File: config.mk
export PLATFORM = sky130hd
export DESIGN_NAME = memcard_responder
export DESIGN_NICKNAME = d
export VERILOG_FILES = /design/src/rtl/memcard_responder.sv
export SDC_FILE = /design/constraint.sdc
export NUM_CORES = 1
export LEC_CHECK = 0
export ABC_AREA = 1
export BUFFER_PORTS_ARGS = -buffer_cell sky130_fd_sc_hd__buf_2
export CAP_MARGIN = 0
export CORE_MARGIN = 2
export CORE_UTILIZATION = 55
export DETAILED_ROUTE_END_ITERATION = 12
export GPL_TIMING_DRIVEN = 0
export PLACE_DENSITY_LB_ADDON = 0.2
export SETUP_SLACK_MARGIN = 0.05
export SLEW_MARGIN = 20
export SYNTH_ARGS = -nofsm -noshare
export SYNTH_HDL_FRONTEND = slang
export SYNTH_SLANG_ARGS = --single-unit
File: constraint.sdc
create_clock -name sys_clk -period 2 [get_ports sys_clk]
set_input_delay 0.2 -clock sys_clk [delete_from_list [all_inputs] [get_ports sys_clk]]
set_output_delay 0.2 -clock sys_clk [all_outputs]
set_load 0.01 [all_outputs]
File: src/rtl/memcard_responder.sv
// Card-side SD command-line agent: receives 48-bit host commands, exposes them through a CSR bank and
// transmits software-supplied 48-bit responses. Define MEMCARD_RESPONDER_CRC_EN to add CRC7 check/insertion.
module memcard_responder #(
    parameter logic [3:0] csr_addr = 4'h0
) (
    input  logic        sys_clk,
    input  logic        sys_rst,
    input  logic [13:0] csr_a,
    input  logic        csr_we,
    input  logic [31:0] csr_di,
    output logic [31:0] csr_do,
    input  logic        mc_clk,
    input  logic        mc_cmd_i,
    output logic        mc_cmd_o,
    output logic        mc_cmd_oe
);

    typedef enum logic {RX_IDLE, RX_SHIFT} rx_state_t;
    typedef enum logic [1:0] {TX_IDLE, TX_WAIT, TX_SHIFT} tx_state_t;

`ifdef MEMCARD_RESPONDER_CRC_EN
    function automatic logic [6:0] crc7(input logic [39:0] data);
        logic [6:0] crc;
        logic       fb;
        crc = '0;
        for (int i = 39; i >= 0; i--) begin
            fb  = data[i] ^ crc[6];
            crc = {crc[5:0], 1'b0};
            if (fb) crc = crc ^ 7'h09;
        end
        return crc;
    endfunction
`endif

    logic        clk_s1_q, clk_s1_d, clk_s2_q, clk_s2_d, clk_s3_q, clk_s3_d;
    logic        cmd_s1_q, cmd_s1_d, cmd_s2_q, cmd_s2_d;
    rx_state_t   rx_state_q, rx_state_d;
    logic [5:0]  rx_cnt_q, rx_cnt_d;
    logic [47:0] rx_shift_q, rx_shift_d;
    logic        rx_done_q, rx_done_d;
    logic        cmd_valid_q, cmd_valid_d, crc_err_q, crc_err_d, overrun_q, overrun_d;
    logic [15:0] cmd_hi_q, cmd_hi_d;
    logic [31:0] cmd_lo_q, cmd_lo_d;
    logic [15:0] resp_hi_q, resp_hi_d;
    logic [31:0] resp_lo_q, resp_lo_d;
    logic [5:0]  ncr_q, ncr_d;
    tx_state_t   tx_state_q, tx_state_d;
    logic [5:0]  tx_cnt_q, tx_cnt_d;
    logic [47:0] tx_shift_q, tx_shift_d;
    logic        cmd_o_q, cmd_o_d, cmd_oe_q, cmd_oe_d;
    logic [31:0] csr_do_q, csr_do_d;

    logic        rise, fall, sel, wr, tx_busy, start, frame_bad;
    logic [2:0]  reg_sel;
    logic [5:0]  ncr_eff;
    logic [47:0] tx_frame;
    logic [31:0] rd_data;

    assign rise    = clk_s2_q & ~clk_s3_q;
    assign fall    = ~clk_s2_q & clk_s3_q;
    assign sel     = (csr_a[13:10] == csr_addr);
    assign wr      = csr_we & sel;
    assign reg_sel = csr_a[2:0];
    assign tx_busy = (tx_state_q != TX_IDLE);
    assign ncr_eff = (ncr_q < 6'd2) ? 6'd2 : ncr_q;
    assign start   = wr && (reg_sel == 3'd0) && csr_di[4] && !tx_busy;

`ifdef MEMCARD_RESPONDER_CRC_EN
    assign tx_frame  = {resp_hi_q, resp_lo_q[31:8], crc7({resp_hi_q, resp_lo_q[31:8]}), 1'b1};
    assign frame_bad = rx_shift_q[47] | ~rx_shift_q[46] | ~rx_shift_q[0]
                     | (crc7(rx_shift_q[47:8]) != rx_shift_q[7:1]);
`else
    assign tx_frame  = {resp_hi_q, resp_lo_q};
    assign frame_bad = rx_shift_q[47] | ~rx_shift_q[46] | ~rx_shift_q[0];
`endif

    always_comb begin
        clk_s1_d    = mc_clk;
        clk_s2_d    = clk_s1_q;
        clk_s3_d    = clk_s2_q;
        cmd_s1_d    = mc_cmd_i;
        cmd_s2_d    = cmd_s1_q;
        rx_state_d  = rx_state_q;
        rx_cnt_d    = rx_cnt_q;
        rx_shift_d  = rx_shift_q;
        rx_done_d   = 1'b0;
        cmd_valid_d = cmd_valid_q;
        crc_err_d   = crc_err_q;
        overrun_d   = overrun_q;
        cmd_hi_d    = cmd_hi_q;
        cmd_lo_d    = cmd_lo_q;
        resp_hi_d   = resp_hi_q;
        resp_lo_d   = resp_lo_q;
        ncr_d       = ncr_q;
        tx_state_d  = tx_state_q;
        tx_cnt_d    = tx_cnt_q;
        tx_shift_d  = tx_shift_q;
        cmd_o_d     = cmd_o_q;
        cmd_oe_d    = cmd_oe_q;
        rd_data     = '0;

        unique case (rx_state_q)
            RX_IDLE: begin
                if (rise && !cmd_s2_q && !tx_busy) begin
                    rx_shift_d = {rx_shift_q[46:0], 1'b0};
                    rx_cnt_d   = 6'd1;
                    rx_state_d = RX_SHIFT;
                end
            end
            RX_SHIFT: begin
                if (rise) begin
                    rx_shift_d = {rx_shift_q[46:0], cmd_s2_q};
                    rx_cnt_d   = rx_cnt_q + 6'd1;
                    if (rx_cnt_q == 6'd47) begin
                        rx_state_d = RX_IDLE;
                        rx_done_d  = 1'b1;
                    end
                end
            end
            default: rx_state_d = RX_IDLE;
        endcase

        // W1C first so a simultaneous hardware set below takes priority.
        if (wr && reg_sel == 3'd0) begin
            if (csr_di[0]) cmd_valid_d = 1'b0;
            if (csr_di[1]) crc_err_d   = 1'b0;
            if (csr_di[3]) overrun_d   = 1'b0;
        end
        if (rx_done_q) begin
            if (cmd_valid_q) begin
                overrun_d = 1'b1;
            end else begin
                cmd_hi_d    = rx_shift_q[47:32];
                cmd_lo_d    = rx_shift_q[31:0];
                cmd_valid_d = 1'b1;
                if (frame_bad) crc_err_d = 1'b1;
            end
        end
        if (wr && reg_sel == 3'd3) resp_hi_d = csr_di[15:0];
        if (wr && reg_sel == 3'd4) resp_lo_d = csr_di;
        if (wr && reg_sel == 3'd5) ncr_d     = csr_di[5:0];

        unique case (tx_state_q)
            TX_IDLE: begin
                if (start) begin
                    tx_shift_d = tx_frame;
                    tx_cnt_d   = ncr_eff;
                    tx_state_d = TX_WAIT;
                end
            end
            TX_WAIT: begin
                if (fall) begin
                    if (tx_cnt_q == 6'd0) begin
                        cmd_o_d    = tx_shift_q[47];
                        cmd_oe_d   = 1'b1;
                        tx_shift_d = {tx_shift_q[46:0], 1'b0};
                        tx_cnt_d   = 6'd47;
                        tx_state_d = TX_SHIFT;
                    end else begin
                        tx_cnt_d = tx_cnt_q - 6'd1;
                    end
                end
            end
            TX_SHIFT: begin
                // tx_cnt holds the number of bits still to drive after the current one.
                if (fall) begin
                    if (tx_cnt_q == 6'd0) begin
                        cmd_o_d    = 1'b1;
                        cmd_oe_d   = 1'b0;
                        tx_state_d = TX_IDLE;
                    end else begin
                        cmd_o_d    = tx_shift_q[47];
                        tx_shift_d = {tx_shift_q[46:0], 1'b0};
                        tx_cnt_d   = tx_cnt_q - 6'd1;
                    end
                end
            end
            default: tx_state_d = TX_IDLE;
        endcase

        unique case (reg_sel)
            3'd0:    rd_data = {28'd0, overrun_q, tx_busy, crc_err_q, cmd_valid_q};
            3'd1:    rd_data = {16'd0, cmd_hi_q};
            3'd2:    rd_data = cmd_lo_q;
            3'd3:    rd_data = {16'd0, resp_hi_q};
            3'd4:    rd_data = resp_lo_q;
            3'd5:    rd_data = {26'd0, ncr_q};
            default: rd_data = '0;
        endcase
        csr_do_d = sel ? rd_data : 32'd0;
    end

    always_ff @(posedge sys_clk) begin
        if (sys_rst) begin
            clk_s1_q    <= 1'b0;
            clk_s2_q    <= 1'b0;
            clk_s3_q    <= 1'b0;
            cmd_s1_q    <= 1'b1;
            cmd_s2_q    <= 1'b1;
            rx_state_q  <= RX_IDLE;
            rx_cnt_q    <= '0;
            rx_shift_q  <= '0;
            rx_done_q   <= 1'b0;
            cmd_valid_q <= 1'b0;
            crc_err_q   <= 1'b0;
            overrun_q   <= 1'b0;
            cmd_hi_q    <= '0;
            cmd_lo_q    <= '0;
            resp_hi_q   <= '0;
            resp_lo_q   <= '0;
            ncr_q       <= 6'd2;
            tx_state_q  <= TX_IDLE;
            tx_cnt_q    <= '0;
            tx_shift_q  <= '0;
            cmd_o_q     <= 1'b1;
            cmd_oe_q    <= 1'b0;
            csr_do_q    <= '0;
        end else begin
            clk_s1_q    <= clk_s1_d;
            clk_s2_q    <= clk_s2_d;
            clk_s3_q    <= clk_s3_d;
            cmd_s1_q    <= cmd_s1_d;
            cmd_s2_q    <= cmd_s2_d;
            rx_state_q  <= rx_state_d;
            rx_cnt_q    <= rx_cnt_d;
            rx_shift_q  <= rx_shift_d;
            rx_done_q   <= rx_done_d;
            cmd_valid_q <= cmd_valid_d;
            crc_err_q   <= crc_err_d;
            overrun_q   <= overrun_d;
            cmd_hi_q    <= cmd_hi_d;
            cmd_lo_q    <= cmd_lo_d;
            resp_hi_q   <= resp_hi_d;
            resp_lo_q   <= resp_lo_d;
            ncr_q       <= ncr_d;
            tx_state_q  <= tx_state_d;
            tx_cnt_q    <= tx_cnt_d;
            tx_shift_q  <= tx_shift_d;
            cmd_o_q     <= cmd_o_d;
            cmd_oe_q    <= cmd_oe_d;
            csr_do_q    <= csr_do_d;
        end
    end

    assign csr_do    = csr_do_q;
    assign mc_cmd_o  = cmd_o_q;
    assign mc_cmd_oe = cmd_oe_q;

endmodule

==> flow_metrics.env <==
export IMPL_initial_core_util_pct=55.72
export IMPL_clock_power_share_pct=41.8
export IMPL_max_slew_worst_pin_slew_ps=711.6
export IMPL_setup_clock_skew_after_layout_ps=20.63
export IMPL_grt_first_pass_wirelength_mm=44.48
export IMPL_numClockSinks=256
export IMPL_finalWorstSetupSlack_ps=117.7
export IMPL_timing_max_transition_violations_final=0
export IMPL_rsz0062_at_grt="no"
export IMPL_p_seq_share_pct=48.5
export IMPL_grt_ovfl_total=0
export IMPL_die_width_um=141.4
export IMPL_path_class="flip-flop to flip-flop"
export IMPL_register_area_share_after_synthesis_pct=49.33
export IMPL_postRouteWirelength_mm=27.65
export IMPL_place_ws_ps=-133.1
export IMPL_tritoncts_num_buffers=27
export IMPL_antenna_diode_count=0
export IMPL_min_delay_worst_endpoint="resp_lo_q[13]$_SDFFE_PP0P_"
export IMPL_row_count=50
export IMPL_peak_per_stage_delay_on_the_critical_path_ps=360
export IMPL_io_pins=85
export IMPL_fin_nets=1642
export IMPL_critPathMostFrequentCell="nor2_1"
export IMPL_critPathRequiredTime_ps=2420
export IMPL_post_route_cells_drive_above_1_share_pct=10.87
export IMPL_worstHoldPathType="primary input to flip-flop"
export IMPL_timing_max_slew_rel_slack_pct=52.56
export IMPL_drc=0
export IMPL_outcome="complete, no violations"
export IMPL_hold_path_startpoint="csr_di[13]"
export IMPL_ys_types=28
export IMPL_syn_cell_area_mm2=0.01039
export IMPL_grt_pass1_vias=8897
export IMPL_timing_rr_start="tx_state_q[0]$_SDFFE_PP0P_"
export IMPL_crit_chain="inv_2, ha_4, nor2_4, inv_2, nor2_2, nor2_1, nor2_2, nand3_4, buf_8, buf_6, nor2_1, nor2_1"
export IMPL_reported_net_switching_power_uw=2725
export IMPL_timing_critical_path_to_type="flip-flop"
export IMPL_vdd_ir_drop_worst_v=0.0006248
export IMPL_ctsHtreeMaxLevel=1
export IMPL_worst_path_max_fanout=10
export IMPL_timing_hold_ws_ps=18.50
export IMPL_report_final_setup_viol=0
export IMPL_port_buffers=77
export IMPL_ys_seq_elements=256
export IMPL_final_hold_violation_count=0
export IMPL_cp_data_arrival_time_ps=2310
export IMPL_cp_startpoint_kind="flip-flop"
export IMPL_r2r_slack_ps=120
export IMPL_synthesis_instances=1452
export IMPL_fin_setup_tns_ps=0
export IMPL_vias_per_cell=5.300
export IMPL_timing_reg2reg_worst_path_depth=12
export IMPL_drt_initial_drc_count=756
export IMPL_final_antenna_net_count=0
export IMPL_cp_buffers_inverters=4
export IMPL_power_static_leakage_uw=0.005232
export IMPL_achievable_frequency_mhz=531.3
export IMPL_antenna_violations_before_repair=0
export IMPL_combinationalPowerShare_pct=9.7
export IMPL_worst_hold_path_num_cells=3
export IMPL_cpLargestDelayFamily="simple AND/OR/NAND/NOR gates"
export IMPL_netSwitchingFraction_pct=24.74
export IMPL_clock_tree_from_tritoncts="done"
export IMPL_detailedRoute_firstPassIterationCount=5
export IMPL_globalplace_congestion=0.8986
export IMPL_global_route_usage_total_pct=27.44
export IMPL_net_count_of_the_mapped_netlist=1509
export IMPL_ctsLongestPathBuffers=3
export IMPL_power_density_mw_per_mm2=898.7
export IMPL_detailroute_via_count=9725
export IMPL_yosys_warnings=0
export IMPL_cts_reportedPaths_clkPinSlew_ps=60
export IMPL_layout_worst_path_cycle_share_pct=94.12
export IMPL_dp_final_hpwl_mm=19.90
export IMPL_die_height_um=141.4
export IMPL_core_area_mm2=0.01864
export IMPL_grt_max_degree=14
export IMPL_worstSkewPairLatency_ps=530
export IMPL_die_area_mm2=0.02000
export IMPL_clock_root_buffer="clkbuf_16"
export IMPL_syn_mean_instance_area_um2=7.155
export IMPL_fin_crit_ps=1882
export IMPL_wire_per_inst_um=15.07
export IMPL_n_fill_cell=1647
export IMPL_flow_area_growth_from_synthesis_pct=17.99
export IMPL_rr_endpoint="tx_shift_q[40]$_SDFFE_PP0P_"
export IMPL_max_cap_viol_count=0
export IMPL_internal_power_uw=8291
export IMPL_timing_critical_path_slowest_stage_cell="dfxtp_2"
[kinds of logic (layout without fill, tap and decap cells)]
| family | Yosys count | count (layout) | share of synthesized area [%] |
|---|---|---|---|
| AOI/OAI and AO/OA | 380 | 380 | 19.07 |
| and+or+nand+nor | 523 | 523 | 19.91 |
| DFF | 256 | 256 | 49.33 |
| xor gates and xnor gates | 2 | 2 | 0.1686 |
| buffers and inverters | 285 | 434 | 10.80 |
| adders and majority gates | 6 | 6 | 0.7226 |
[synth_stat cells (all sizes together)]
| library cell | n | share of area [%] |
|---|---|---|
| a21oi | 119 | 5.7 |
| a31oi | 5 | 0.30 |
| buf | 18 | 1.2 |
| clkbuf | 69 | 2.5 |
| clkinv | 1 | 0.036 |
| dfxtp | 256 | 49 |
| ha | 6 | 0.72 |
| inv | 197 | 7.1 |
| nand2 | 207 | 7.5 |
| nand3 | 24 | 1.3 |
| nand4 | 12 | 0.72 |
| nor2 | 271 | 9.9 |
| nor3 | 7 | 0.45 |
| o211ai | 1 | 0.072 |
| o21ai | 205 | 9.9 |
| o22ai | 48 | 2.9 |
| o31ai | 1 | 0.072 |
| o32ai | 1 | 0.084 |
| or2 | 2 | 0.12 |
| xor2 | 2 | 0.17 |
[cells in the final DEF (no fill, tap or decap), types with 26 or more instances in the layout]
cell type / n
nor2_1: 259
dfxtp_1: 254
nand2_1: 206
o21ai_0: 204
inv_1: 191
a21oi_1: 119
buf_2: 90
clkbuf_1: 67
o22ai_1: 48
clkbuf_16: 27
dlygate4sd3_1: 26
[through the flow]
step | cell area, um2 | power (uW) | instances | utilization, %
after detailed placement | 11070 | 6408 | 1763 | 59.36
after floorplan | 10390 | 6132 | 1452 | -
after global placement | 11070 | 6385 | 1763 | 59.36
after global routing | 12260 | 11400 | 1835 | 65.75
after CTS | 12160 | 10990 | 1833 | 65.21
final | 12260 | 11020 | 1835 | 65.75
[worst max path at each step]
stage	depth (start not counted)	startpoint	to
5_1_grt	13	tx_state_q[0]$_SDFFE_PP0P_	tx_shift_q[47]$_SDFFE_PP0P_
3_3_place_gp	12	tx_state_q[1]$_SDFFE_PP0P_	tx_shift_q[8]$_SDFFE_PP0P_
3_5_place_dp	12	tx_state_q[1]$_SDFFE_PP0P_	tx_shift_q[8]$_SDFFE_PP0P_
6_report	12	tx_state_q[0]$_SDFFE_PP0P_	tx_shift_q[40]$_SDFFE_PP0P_
4_1_cts	12	tx_state_q[1]$_SDFFE_PP0P_	tx_shift_q[40]$_SDFFE_PP0P_
2_1_floorplan	12	tx_state_q[1]$_SDFFE_PP0P_	tx_shift_q[42]$_SDFFE_PP0P_
[worst reg2reg max path, stage by stage (launching register included)]
cell     delay, ps
dfxtp_2        360
inv_2           80
ha_4           170
nor2_4         160
inv_2           60
nor2_2          70
nor2_1          60
nor2_2         190
nand3_4        160
buf_8          180
buf_6          140
nor2_1         120
nor2_1          60
[area by class of cell]
cell class | instances | area, um2 | area share (%)
flip-flops and latches | 256 | 5130 | 41.85
clock inverters | 6 | 33.78 | 0.2756
plain buffers | 86 | 394.1 | 3.215
inverters | 198 | 744.5 | 6.073
well taps | 234 | 292.8 | 2.388
multi-input cells | 911 | 4219 | 34.42
repair buffers | 105 | 673.1 | 5.491
clock buffers | 39 | 770.7 | 6.288
[power by group through the flow]
stage	clock network, uW	logic [uW]	registers, uW
floorplan	0	697	5430
global placement	0	938	5450
detailed placement	0	955	5450
CTS	4630	1020	5340
global route	4820	1220	5360
finish	4610	1070	5340
[repair_timing]
| action | 4_1_cts | 5_1_grt |
|---|---|---|
| endpoints found under the setup margin | 105 | 100 |
| gates resized for setup | 12 | 29 |
| setup buffers | 0 | 2 |
| endpoints found under the hold margin | 30 | 0 |
| hold buffers | 26 | 0 |
| pin swaps | 1 | 5 |
[per-layer routing]
layer	GRT usage (%)	wire length [um]	vias up
li1	-	-	4904
met1	37.77	12360	4446
met2	44.02	12510	303
met3	3.712	1700	72
met4	10.84	1078	0
met5	0	0	-
[registers in the layout, indices dropped and copies added, names as in the netlist, 2 cells and up]
name and count:
resp_hi_q 16, cmd_lo_q 32, ncr_q 6, resp_lo_q 32
csr_do 32, tx_state_q 2, cmd_hi_q 16, rx_cnt_q 6
tx_cnt_q 6, rx_shift_q 48, tx_shift_q 48
No activity file was read; power rests on OpenSTA's default activity.
